--- src/rtl/jstk_pkg.sv ---
// Shared types and constants for the PMOD JSTK poll controller.
package jstk_pkg;

    typedef enum logic [2:0] {
        StIdle,
        StTrig,
        StXfer,
        StDecode,
        StGap
    } state_e;

    localparam logic [7:0] JSTK_CMD_LED = 8'h80;

    // Bit offsets of the reply fields inside the 40-bit inbound word
    localparam int unsigned X_LO = 32;
    localparam int unsigned X_HI = 24;
    localparam int unsigned Y_LO = 16;
    localparam int unsigned Y_HI = 8;
    localparam int unsigned BTN  = 0;

    localparam int unsigned CNT_W = 16;

endpackage

--- src/rtl/sync_2ff.sv ---
// Two-flop synchronizer; resets to 1 so an active-low strobe idles deasserted.
module sync_2ff (
    input  logic clk,
    input  logic reset_n,
    input  logic d_i,
    output logic q_o
);

    logic meta_q;
    logic sync_q;

    always_ff @(posedge clk or negedge reset_n) begin
        if (!reset_n) begin
            meta_q <= 1'b1;
            sync_q <= 1'b1;
        end else begin
            meta_q <= d_i;
            sync_q <= meta_q;
        end
    end

    assign q_o = sync_q;

endmodule

--- src/rtl/jstk_poll_ctrl.sv ---
// Periodic poll sequencer for the PMOD JSTK: triggers the SPI master, tracks the
// transfer through cs, and decodes the 5-byte reply into position and buttons.
import jstk_pkg::*;

module jstk_poll_ctrl #(
    parameter int unsigned POLL_GAP     = 20000,
    parameter int unsigned TRIG_TIMEOUT = 1024,
    parameter int unsigned XFER_TIMEOUT = 32768
) (
    input  logic        clk,
    input  logic        reset_n,
    input  logic        enable,
    input  logic [1:0]  leds,
    output logic        spi_trigger,
    output logic [39:0] spi_out_bytes,
    input  logic [39:0] spi_in_bytes,
    input  logic        spi_cs,
    output logic [9:0]  x_pos,
    output logic [9:0]  y_pos,
    output logic [2:0]  btn,
    output logic        sample_valid,
    output logic        busy,
    output logic        trig_err,
    output logic        xfer_err
);

    localparam logic [CNT_W-1:0] GapLast  = CNT_W'(POLL_GAP - 1);
    localparam logic [CNT_W-1:0] TrigLast = CNT_W'(TRIG_TIMEOUT - 1);
    localparam logic [CNT_W-1:0] XferLast = CNT_W'(XFER_TIMEOUT - 1);

    state_e             state_q, state_d;
    logic [CNT_W-1:0]   cnt_q, cnt_d, cnt_inc;
    logic [7:0]         cmd_q, cmd_d;
    logic [9:0]         x_q, x_d, y_q, y_d;
    logic [2:0]         btn_q, btn_d;
    logic               trig_err_q, trig_err_d;
    logic               xfer_err_q, xfer_err_d;
    logic               cs_prev_q, cs_prev_d;
    logic               armed_q, armed_d;
    logic               cs_s;
    logic [9:0]         x_dec, y_dec;
    logic [2:0]         btn_dec;
    logic               unused_in;

    sync_2ff u_cs_sync (
        .clk     (clk),
        .reset_n (reset_n),
        .d_i     (spi_cs),
        .q_o     (cs_s)
    );

    assign x_dec     = {spi_in_bytes[X_HI +: 2], spi_in_bytes[X_LO +: 8]};
    assign y_dec     = {spi_in_bytes[Y_HI +: 2], spi_in_bytes[Y_LO +: 8]};
    assign btn_dec   = spi_in_bytes[BTN +: 3];
    assign unused_in = ^{spi_in_bytes[31:26], spi_in_bytes[15:10], spi_in_bytes[7:3]};

    assign cnt_inc = (cnt_q == '1) ? cnt_q : cnt_q + 1'b1;

    always_comb begin
        state_d    = state_q;
        cnt_d      = cnt_inc;
        cmd_d      = cmd_q;
        x_d        = x_q;
        y_d        = y_q;
        btn_d      = btn_q;
        trig_err_d = trig_err_q;
        xfer_err_d = xfer_err_q;
        cs_prev_d  = cs_s;
        armed_d    = armed_q;

        unique case (state_q)
            StIdle: begin
                cnt_d = '0;
                if (enable) state_d = StTrig;
            end
            StTrig: begin
                // cs must be seen idle once the synchronizer has flushed, so a
                // transfer still running across a reset is not mistaken for ours.
                if (cs_s && cnt_q != '0) armed_d = 1'b1;
                if (armed_q && !cs_s) begin
                    state_d = StXfer;
                    cnt_d   = '0;
                end else if (cnt_q == TrigLast) begin
                    state_d    = StGap;
                    cnt_d      = '0;
                    trig_err_d = 1'b1;
                end
            end
            StXfer: begin
                if (cs_s && !cs_prev_q) begin
                    state_d = StDecode;
                    cnt_d   = '0;
                end else if (cnt_q == XferLast) begin
                    state_d    = StGap;
                    cnt_d      = '0;
                    xfer_err_d = 1'b1;
                end
            end
            StDecode: begin
                x_d     = x_dec;
                y_d     = y_dec;
                btn_d   = btn_dec;
                state_d = StGap;
                cnt_d   = '0;
            end
            StGap: begin
                if (cnt_q == GapLast) begin
                    state_d = enable ? StTrig : StIdle;
                    cnt_d   = '0;
                end
            end
            default: state_d = StIdle;
        endcase

        // Command and arming are refreshed on every entry into TRIG
        if (state_d == StTrig && state_q != StTrig) begin
            cmd_d   = JSTK_CMD_LED | {6'b0, leds};
            armed_d = 1'b0;
            cnt_d   = '0;
        end
    end

    always_ff @(posedge clk or negedge reset_n) begin
        if (!reset_n) begin
            state_q    <= StIdle;
            cnt_q      <= '0;
            cmd_q      <= 8'h00;
            x_q        <= '0;
            y_q        <= '0;
            btn_q      <= '0;
            trig_err_q <= 1'b0;
            xfer_err_q <= 1'b0;
            cs_prev_q  <= 1'b1;
            armed_q    <= 1'b0;
        end else begin
            state_q    <= state_d;
            cnt_q      <= cnt_d;
            cmd_q      <= cmd_d;
            x_q        <= x_d;
            y_q        <= y_d;
            btn_q      <= btn_d;
            trig_err_q <= trig_err_d;
            xfer_err_q <= xfer_err_d;
            cs_prev_q  <= cs_prev_d;
            armed_q    <= armed_d;
        end
    end

    assign spi_trigger   = (state_q == StTrig);
    assign spi_out_bytes = {cmd_q, 32'h0};
    assign sample_valid  = (state_q == StDecode);
    assign busy          = (state_q != StIdle);
    // Fresh decode is visible in the same cycle as the sample_valid pulse
    assign x_pos         = sample_valid ? x_dec : x_q;
    assign y_pos         = sample_valid ? y_dec : y_q;
    assign btn           = sample_valid ? btn_dec : btn_q;
    assign trig_err      = trig_err_q;
    assign xfer_err      = xfer_err_q;

endmodule

--- config.mk ---
export PLATFORM = sky130hd
export DESIGN_NAME = jstk_poll_ctrl
export DESIGN_NICKNAME = d
export VERILOG_FILES = /design/src/rtl/jstk_pkg.sv /design/src/rtl/sync_2ff.sv /design/src/rtl/jstk_poll_ctrl.sv
export SDC_FILE = /design/constraint.sdc
export NUM_CORES = 1
export LEC_CHECK = 0
export CAP_MARGIN = 10
export CORE_ASPECT_RATIO = 1.4
export CORE_MARGIN = 2
export CORE_UTILIZATION = 42
export CTS_BUF_LIST = sky130_fd_sc_hd__clkbuf_4 sky130_fd_sc_hd__clkbuf_8 sky130_fd_sc_hd__clkbuf_16
export CTS_CLUSTER_DIAMETER = 60
export CTS_CLUSTER_SIZE = 20
export DETAILED_ROUTE_END_ITERATION = 8
export MAX_ROUTING_LAYER = met4
export PLACE_DENSITY = 0.8
export SLEW_MARGIN = 20
export SYNTH_ARGS = -nofsm -noshare
export SYNTH_HDL_FRONTEND = slang
export SYNTH_SLANG_ARGS = --single-unit
--- constraint.sdc ---
create_clock -name clk -period 2.7 [get_ports clk]
set_input_delay 0.54 -clock clk [delete_from_list [all_inputs] [get_ports clk]]
set_output_delay 0.54 -clock clk [all_outputs]
set_load 0.02 [all_outputs]
==> impl.org, run 1 <==
** Power and ir drop
- Static Leak :: 1.65 nW
- Cell internal power was estimated by the tool at 1.93 mW.
- The share of total power dissipated in combinational logic is 0.500.
- Of the total power, the clock network draws 0.141.
- Pwr Density :: 932 nW/um2
- Summing internal, switching and leakage power gives 3.06 mW.
- The analysis attributes to net switching a power of 1.13 mW.
- Peak VDD IR :: 0.563 mV
- Of the total power, the share spent switching nets is 0.370.
- The share of total power dissipated in sequential elements is 0.358.

** Worst setup path
- The worst setup path is captured at a primary output.
- Crit Path Class :: reg -> out
- The critical path goes through nor2_2 > buf_12 > clkdlybuf4s50_1.
- Of all nets on the critical path, the largest fanout is 24.
- Buf/Inv on CP :: 2
- The cell family contributing the most delay on the critical path is buffers and inverters.
- For the worst setup path, the data arrival time is 1.83 ns.
- Required time of the critical path :: 2.16 ns
- Crit start category :: flop
- For this design, the slowest cell found on the critical path is sky130_fd_sc_hd__clkdlybuf4s50_1.
- Largest incremental delay on the critical path :: 0.63 ns

** Floorplan
- For this configuration, the core starts out at a cell density of 0.436.
- The floorplan step set the die height to 96.6 um.
- I/O Pins :: 114
- The die is 70.1 um wide.
- The region available for standard cell placement spans 5900 um2.
- Die footprint :: 6780 um2
- # rows :: 33

** Global route
- Entering global routing, the biggest net connects 29 pins.
- Global-route usage over all layers :: 0.155
- Number of antenna violations at the first check in global routing :: 0
- The via count of the first global-routing pass is 1854.
- Gr ovfl total :: 0
- Wire length of the first global-routing pass :: 8340 um

** Place
- Count of input and output buffers :: 59
- Post-placement worst setup slack :: 0.381 ns
- Cell area reported after detailed placement :: 3130 um2
- Routability-driven placement finished with a final weighted congestion of 0.927.
- Detailed Place HPWL :: 3620 um

** Cells and area
- Final cell area excluding filler cells :: 3280 um2
- Core Util, Final :: 0.556
- Filler cell count in the final layout :: 519
- For this run, the post-layout net count is 347.
- In the final layout, flip-flops and latches occupy 1280 um2.
- From synthesis to final layout, the design area changed by 27.6%.
- 0 antenna diodes ended up in the layout.
- Layout cells sized above 1 :: 0.163
- Summing all multi-input logic gate instances after layout gives 1110 um2.

** STA
- The number of endpoints with negative hold slack in the final report came to 0.
- At the pin with the least slew margin, the transition time is 0.614 ns.
- Headroom to the max-slew limit came out at 0.591.
- Based on the critical path, the design can be clocked at up to 423 MHz.
- The number of pins with negative max-slew slack in the final report was 0.
- Minimum clock period after layout :: 2.37 ns
- Unrepaired setup endpoints after global routing :: false
- Setup skew after layout :: 0.0102 ns
- After routing, the total negative slack on setup checks comes to 0 ns.
- Setup violations, final :: 0
- In the post-route analysis, the smallest setup slack over all paths is 0.333 ns.
- Of the available clock period, the critical path in the final layout requires 0.877.

** Synthesis
- Of the synthesized area, sequential elements account for 0.498.
- The synthesized design contains 51 register bits.
- Yosys mapped a number of flops with a built-in enable equal to 0.
- In this run, distinct cell masters in the synthesized netlist total 41.
- Synth top cells by count :: sky130_fd_sc_hd__dfrtp_1 (48), sky130_fd_sc_hd__buf_4 (37), sky130_fd_sc_hd__mux2_2 (25)
- Share of synthesized registers carrying an async set or reset :: 1.00
- Yosys printed 0 warnings.
- By area the synthesized netlist is led by sky130_fd_sc_hd__dfrtp_1 (47%), sky130_fd_sc_hd__mux2_2 (11%), sky130_fd_sc_hd__buf_4 (11%).
- Leading area contributor after synthesis :: sky130_fd_sc_hd__dfrtp_1
- Most frequently used flop master after synthesis :: sky130_fd_sc_hd__dfrtp_1
- Synthesized area :: 2570 um2
- Cell count after synthesis :: 233
- Of the post-synthesis cell area, the dominant cell type holds 0.467.
- Cell with the most instances after synthesis :: sky130_fd_sc_hd__dfrtp_1
- After synthesis, the mean cell area works out to 11.0 um2.

** Clock network
- Latest clock arrival within the worst-skew pair :: 0.30 ns
- TritonCTS clock tree :: done
- Clock-pin slew was measured on the worst setup and hold paths at 0.09 ns.
- Buffers added to address setup during post-CTS repair amount to 0.
- Root Driver :: sky130_fd_sc_hd__clkbuf_8
- Post-CTS Hold Buffers :: 0
- Post-CTS repair changed the size of 0 cells.
- Total clock buffers created by CTS :: 5
- Counting every sink on the clock net gives 51.
- No sink is reached through more buffers than the 2 on the longest clock path.
- CTS HTree Levels :: 2

** Route
- After detailed routing, the number of vias per cell comes to 4.99.
- In this run, the number of DRC markers left after iteration 0 of detailed routing was 155.
- Pre-Repair DR Iteration Count :: 4
- Routed length per placed instance :: 13.0 um
- Number of routed nets with antenna violations :: 0
- In the routed design, unresolved DRC markers number 0.
- Summed over all layers, the routed wires come to 4810 um.
- Total number of vias :: 1846

** Job
- Max-Cap Viols :: 0

** Min path
- Path type of the worst min-delay path :: in -> async

** Run status
- Run status :: completed
cell families after synthesis:
logic type,Yosys count,synth area share
AOI/OAI and AO/OA,23,0.0662
xor gates and xnor gates,6,0.0204
adders and majority gates,2,0.00973
buffers and inverters,45,0.124
DFF,51,0.498
muxes,26,0.113
other,1,0.00146
and+or+nand+nor,79,0.168
cells in the final DEF (no fill, tap or decap), types with 3 or more instances in the layout:
cell,n
sky130_fd_sc_hd__nand3_1,9
sky130_fd_sc_hd__nand2b_1,4
sky130_fd_sc_hd__dlymetal6s2s_1,23
sky130_fd_sc_hd__inv_1,3
sky130_fd_sc_hd__nor2b_1,3
sky130_fd_sc_hd__or3_1,4
sky130_fd_sc_hd__a21oi_1,6
sky130_fd_sc_hd__nor2_1,21
sky130_fd_sc_hd__nand4_1,7
sky130_fd_sc_hd__dfstp_2,3
sky130_fd_sc_hd__and3_1,7
sky130_fd_sc_hd__mux2_2,25
sky130_fd_sc_hd__nor4_1,3
sky130_fd_sc_hd__clkdlybuf4s50_1,35
sky130_fd_sc_hd__buf_4,5
sky130_fd_sc_hd__xnor2_1,5
sky130_fd_sc_hd__o21ai_0,4
sky130_fd_sc_hd__a211oi_1,4
sky130_fd_sc_hd__conb_1,37
sky130_fd_sc_hd__clkbuf_8,5
sky130_fd_sc_hd__dfrtp_1,48
sky130_fd_sc_hd__nand2_1,9
cell type report:
type	instances	share of cell area
clock buffers	6	0.0233
repair buffers	65	0.213
clock inverters	2	0.00419
multi-input cells	173	0.339
well taps	70	0.0267
inverters	3	0.00343
flip-flops and latches	51	0.390
state kept, by name, summed over array words and instances, names as in the netlist, 3 cells and up:
register,flops
cnt_q,16
x_q,10
btn_q,3
y_q,10
state_q,3
cmd_q,3
per-stage QoR:
stage / hold slack [ns] / cells
after floorplan: 0.244 / 269
after CTS: 0.269 / 370
after global placement: 0.347 / 362
after detailed placement: 0.353 / 362
after global routing: 0.315 / 370
final: 0.246 / 370
power groups by stage:
stage	Combinational, mW	Sequential [mW]	Clock (mW)
after floorplan	0.980	1.10	0
after global placement	1.58	1.11	0
after detailed placement	1.59	1.12	0
after CTS	1.60	1.10	0.458
after global routing	1.66	1.13	0.483
final	1.53	1.10	0.432
path summary, 6_finish.rpt:
| check | endpoint | depth (start not counted) | slack, ns | start |
|---|---|---|---|---|
| worst max register to register | cnt_q[13] | 7 | 0.59 | cnt_q[0] |
| max in group asynchronous | u_cs_sync.q_o | 2 | 1.77 | reset_n |
| min in group clk | u_cs_sync.q_o | 0 | 0.36 | u_cs_sync.meta_q |
| worst min-delay path | cnt_q[11] | 1 | 0.25 | reset_n |
| worst max-delay path | sample_valid | 3 | 0.33 | state_q[2] |
| worst min register to register | u_cs_sync.q_o | 0 | 0.36 | u_cs_sync.meta_q |
layer usage:
layer	global-route usage	vias to the layer above	wire, um
li1	-	872	-
met1	0.172	888	1850
met2	0.273	77	2590
met3	0.0177	9	245
met4	0.0740	0	120
met5	-	-	0
Power figures use the tool's default switching activity.
==> inputs of run 2 (changes only) <==
ABC_AREA = 1   (was not set)
CORE_MARGIN = 10   (was 2)
CORE_UTILIZATION = 43   (was 42)
==> impl.org, run 2 <==
** STA
- Final Hold Violating Endpoints :: 0
- Adding up every negative setup slack in the final design gives 0 ns.
- Worst hold slack across all endpoints :: 0.161 ns
- Setup repair after global routing left no endpoint under its margin.
- Across all setup checks in the final design, the least slack found is 0.178 ns.
- For the pin with the worst max-slew slack, the measured transition is 0.528 ns.
- Based on the critical path, the design can be clocked at up to 397 MHz.
- Final critical-path share of the clock period :: 0.934
- Minimum clock period after layout :: 2.52 ns
- Count of pins over their slew limit :: 0
- For the final database, setup skew stands at 0.00885 ns.
- Setup violations remaining at the end of the flow were counted as 0.
- Tightest slew margin relative to the limit :: 0.645

** Synthesis
- Synth top cells by count :: sky130_fd_sc_hd__nand2_1 (117), sky130_fd_sc_hd__dfrtp_1 (48), sky130_fd_sc_hd__nor2_1 (43)
- Synthesized area :: 2760 um2
- The synthesized design contains 0 enable-type register cells.
- Leading area contributor after synthesis :: sky130_fd_sc_hd__dfrtp_1
- Count of yosys warnings during synthesis :: 0
- Cell with the most instances after synthesis :: sky130_fd_sc_hd__nand2_1
- The synthesized design contains 51 register bits.
- In the synthesized netlist the async set-or-reset flop fraction comes to 1.00.
- Among all flip-flop cells after synthesis, the most frequent one is sky130_fd_sc_hd__dfrtp_1.
- Sequential share of the synthesized area :: 0.464
- In the synthesized netlist, the number of instances is 357.
- Netlist cell types :: 27
- Dividing the synthesized area by the synthesized cell count gives 7.73 um2.
- In the post-synthesis netlist, the biggest area contributors are sky130_fd_sc_hd__dfrtp_1 (44%), sky130_fd_sc_hd__nand2_1 (16%), sky130_fd_sc_hd__buf_4 (10%).
- Fraction of post-synthesis cell area in the top cell type by area :: 0.435

** Global route
- Wire length of the first global-routing pass :: 11200 um
- Pin count of the biggest net entering global routing :: 25
- Global-route usage over all layers :: 0.139
- Number of antenna violations at the first check in global routing :: 0
- The via count of the first global-routing pass was 2474.
- Summed over all layers, the global routing overflow is 0.

** Cells and area
- For this run, the post-layout net count is 472.
- Most common cell after layout, fill and taps aside :: sky130_fd_sc_hd__nand2_1
- Counting the fill cells in the layout gives 535.
- Area grow syn2layout :: 27.0%
- cnt_q holds more flip-flops than any other register.
- The register with the most flip-flops in the layout has 16 of them.
- Area taken by multi-input logic gates :: 1190 um2
- Core Util, Final :: 0.564
- Final cell area excluding filler cells :: 3500 um2
- 0 antenna diodes ended up in the layout.
- Number of non-filler instances in the completed layout :: 497
- The sequential cells in the finished layout cover a total of 1280 um2.
- Commonest cells after routing, fill and taps aside :: sky130_fd_sc_hd__nand2_1 (117), sky130_fd_sc_hd__dfrtp_1 (48), sky130_fd_sc_hd__nor2_1 (43), sky130_fd_sc_hd__conb_1 (37), sky130_fd_sc_hd__clkdlybuf4s50_1 (35)
- Registers with the most flip-flops :: cnt_q: 16 flops, x_q: 10 flops, y_q: 10 flops
- Of the cells placed in the final design, the portion with a size suffix greater than 1 is 0.0918.

** Place
- Detailed Place HPWL :: 5060 um
- In this run the cell area measured after placement is 3280 um2.
- The congestion estimate from routability-driven global placement came to 0.924.
- The count of buffers added on input and output ports is 59.
- Timing analysis after detailed placement gives a worst setup slack of 0.237 ns.
- Cells after DPL :: 484

** Route
- Number of routed nets with antenna violations :: 0
- Routed length per placed instance :: 13.2 um
- Pre-Repair DR Iteration Count :: 4
- Residual DRC :: 0
- Total number of vias :: 2341
- Using the TritonRoute via totals, the vias-per-cell ratio works out to 4.71.
- Total length of routed wires :: 6540 um
- The detailed router finished its first iteration with 214 violations.

** Power and ir drop
- Peak VDD IR :: 0.612 mV
- In this run the static leakage power is 1.95 nW.
- After layout, the design draws a total of 3.35 mW.
- Dividing total power by cell area gives a power density of 957 nW/um2.

** Clock network
- Total clock buffers created by CTS :: 5
- Clock tree synthesis selected as its root buffer the cell sky130_fd_sc_hd__clkbuf_8.
- After clock tree synthesis, the clock-pin slew on the worst setup and hold paths is 0.10 ns.
- CTS HTree Levels :: 2
- The clock drives 51 sinks.
- Latest clock arrival within the worst-skew pair :: 0.30 ns
- TritonCTS clock tree :: done
- Maximum clock insertion buffer count :: 2

** Worst setup path
- Cell chain of the critical path :: nor3_4 > buf_12 > buf_6 > clkdlybuf4s50_1
- For the worst setup path, the data required time is 2.16 ns.
- Crit Path Class :: reg -> out
- Largest incremental delay on the critical path :: 0.64 ns
- Arrival time reported for the critical path endpoint :: 1.98 ns
- The worst setup path is launched from a flop.
- The worst setup path is captured at a primary output.
- Peak fanout along the critical path :: 24
- Standard cell with the maximum stage delay on the critical path :: sky130_fd_sc_hd__clkdlybuf4s50_1

** Job
- Max-Cap Viols :: 0

** Floorplan
- # rows :: 34
- The floorplan step set the die width to 87.7 um.
- For this configuration, the core starts out at a cell density of 0.444.
- The core region is 6210 um2.
- Pin placement for this block handled 114 I/O pins.
- Die footprint :: 10100 um2
- From bottom edge to top edge, the die measures 115 um.

** Run status
- Run status :: completed

** Min path
- Path type of the worst min-delay path :: in -> async
run 2: cell families after synthesis:
kind of cell | share of synthesized area
buf+inv | 0.154
flops | 0.464
xor+xnor | 0.00635
simple gates | 0.321
compound gates | 0.0440
fa+ha+maj | 0.00907
other cells | 0.00136
run 2: power breakdown:
part | internal [mW] | switching (mW) | total, mW
registers | 0.999 | 0.107 | 1.11
clock network | 0.210 | 0.259 | 0.468
logic | 0.697 | 1.08 | 1.78
run 2: cell type report:
type / instances / area share
flip-flops and latches: 51 / 0.365
multi-input cells: 268 / 0.341
repair buffers: 66 / 0.203
inverters: 31 / 0.0343
well taps: 72 / 0.0257
clock buffers: 6 / 0.0236
clock inverters: 2 / 0.00464
repair inverters: 1 / 0.00214
run 2: what timing repair did:
action | CTS | global route
pin swaps | 1 | 0
gates cloned | 1 | 0
hold buffers | 0 | 0
buffers inserted | 4 | 0
resized for setup | 4 | 23
setup endpoints to repair | 23 | 23
run 2: routing by layer:
layer	GRT usage	vias up	part of all wire	wire length (um)
met2	0.229	95	0.50	3270
met4	0.0490	0	0.016	105
met3	0.0559	9	0.11	695
met5	-	-	0	0
met1	0.145	1073	0.38	2470
li1	-	1164	-	-
run 2: worst max-delay path: cells and delay by family, from the launching register on:
family,cells,cell delay (ns)
buffers and inverters,3,0.97
flip-flops,1,0.46
AND/OR/NAND/NOR,1,0.24
run 2: final timing paths:
check,from,endpoint,slack (ns),cells past startpoint
setup / recovery,state_q[2],sample_valid,0.18,4
hold / removal,reset_n,x_q[8],0.16,1
setup reg to reg,cnt_q[0],cnt_q[2],0.75,8
hold reg to reg,u_cs_sync.meta_q,u_cs_sync.q_o,0.36,0
max in group asynchronous,reset_n,u_cs_sync.q_o,1.89,2
min in group clk,u_cs_sync.meta_q,u_cs_sync.q_o,0.36,0
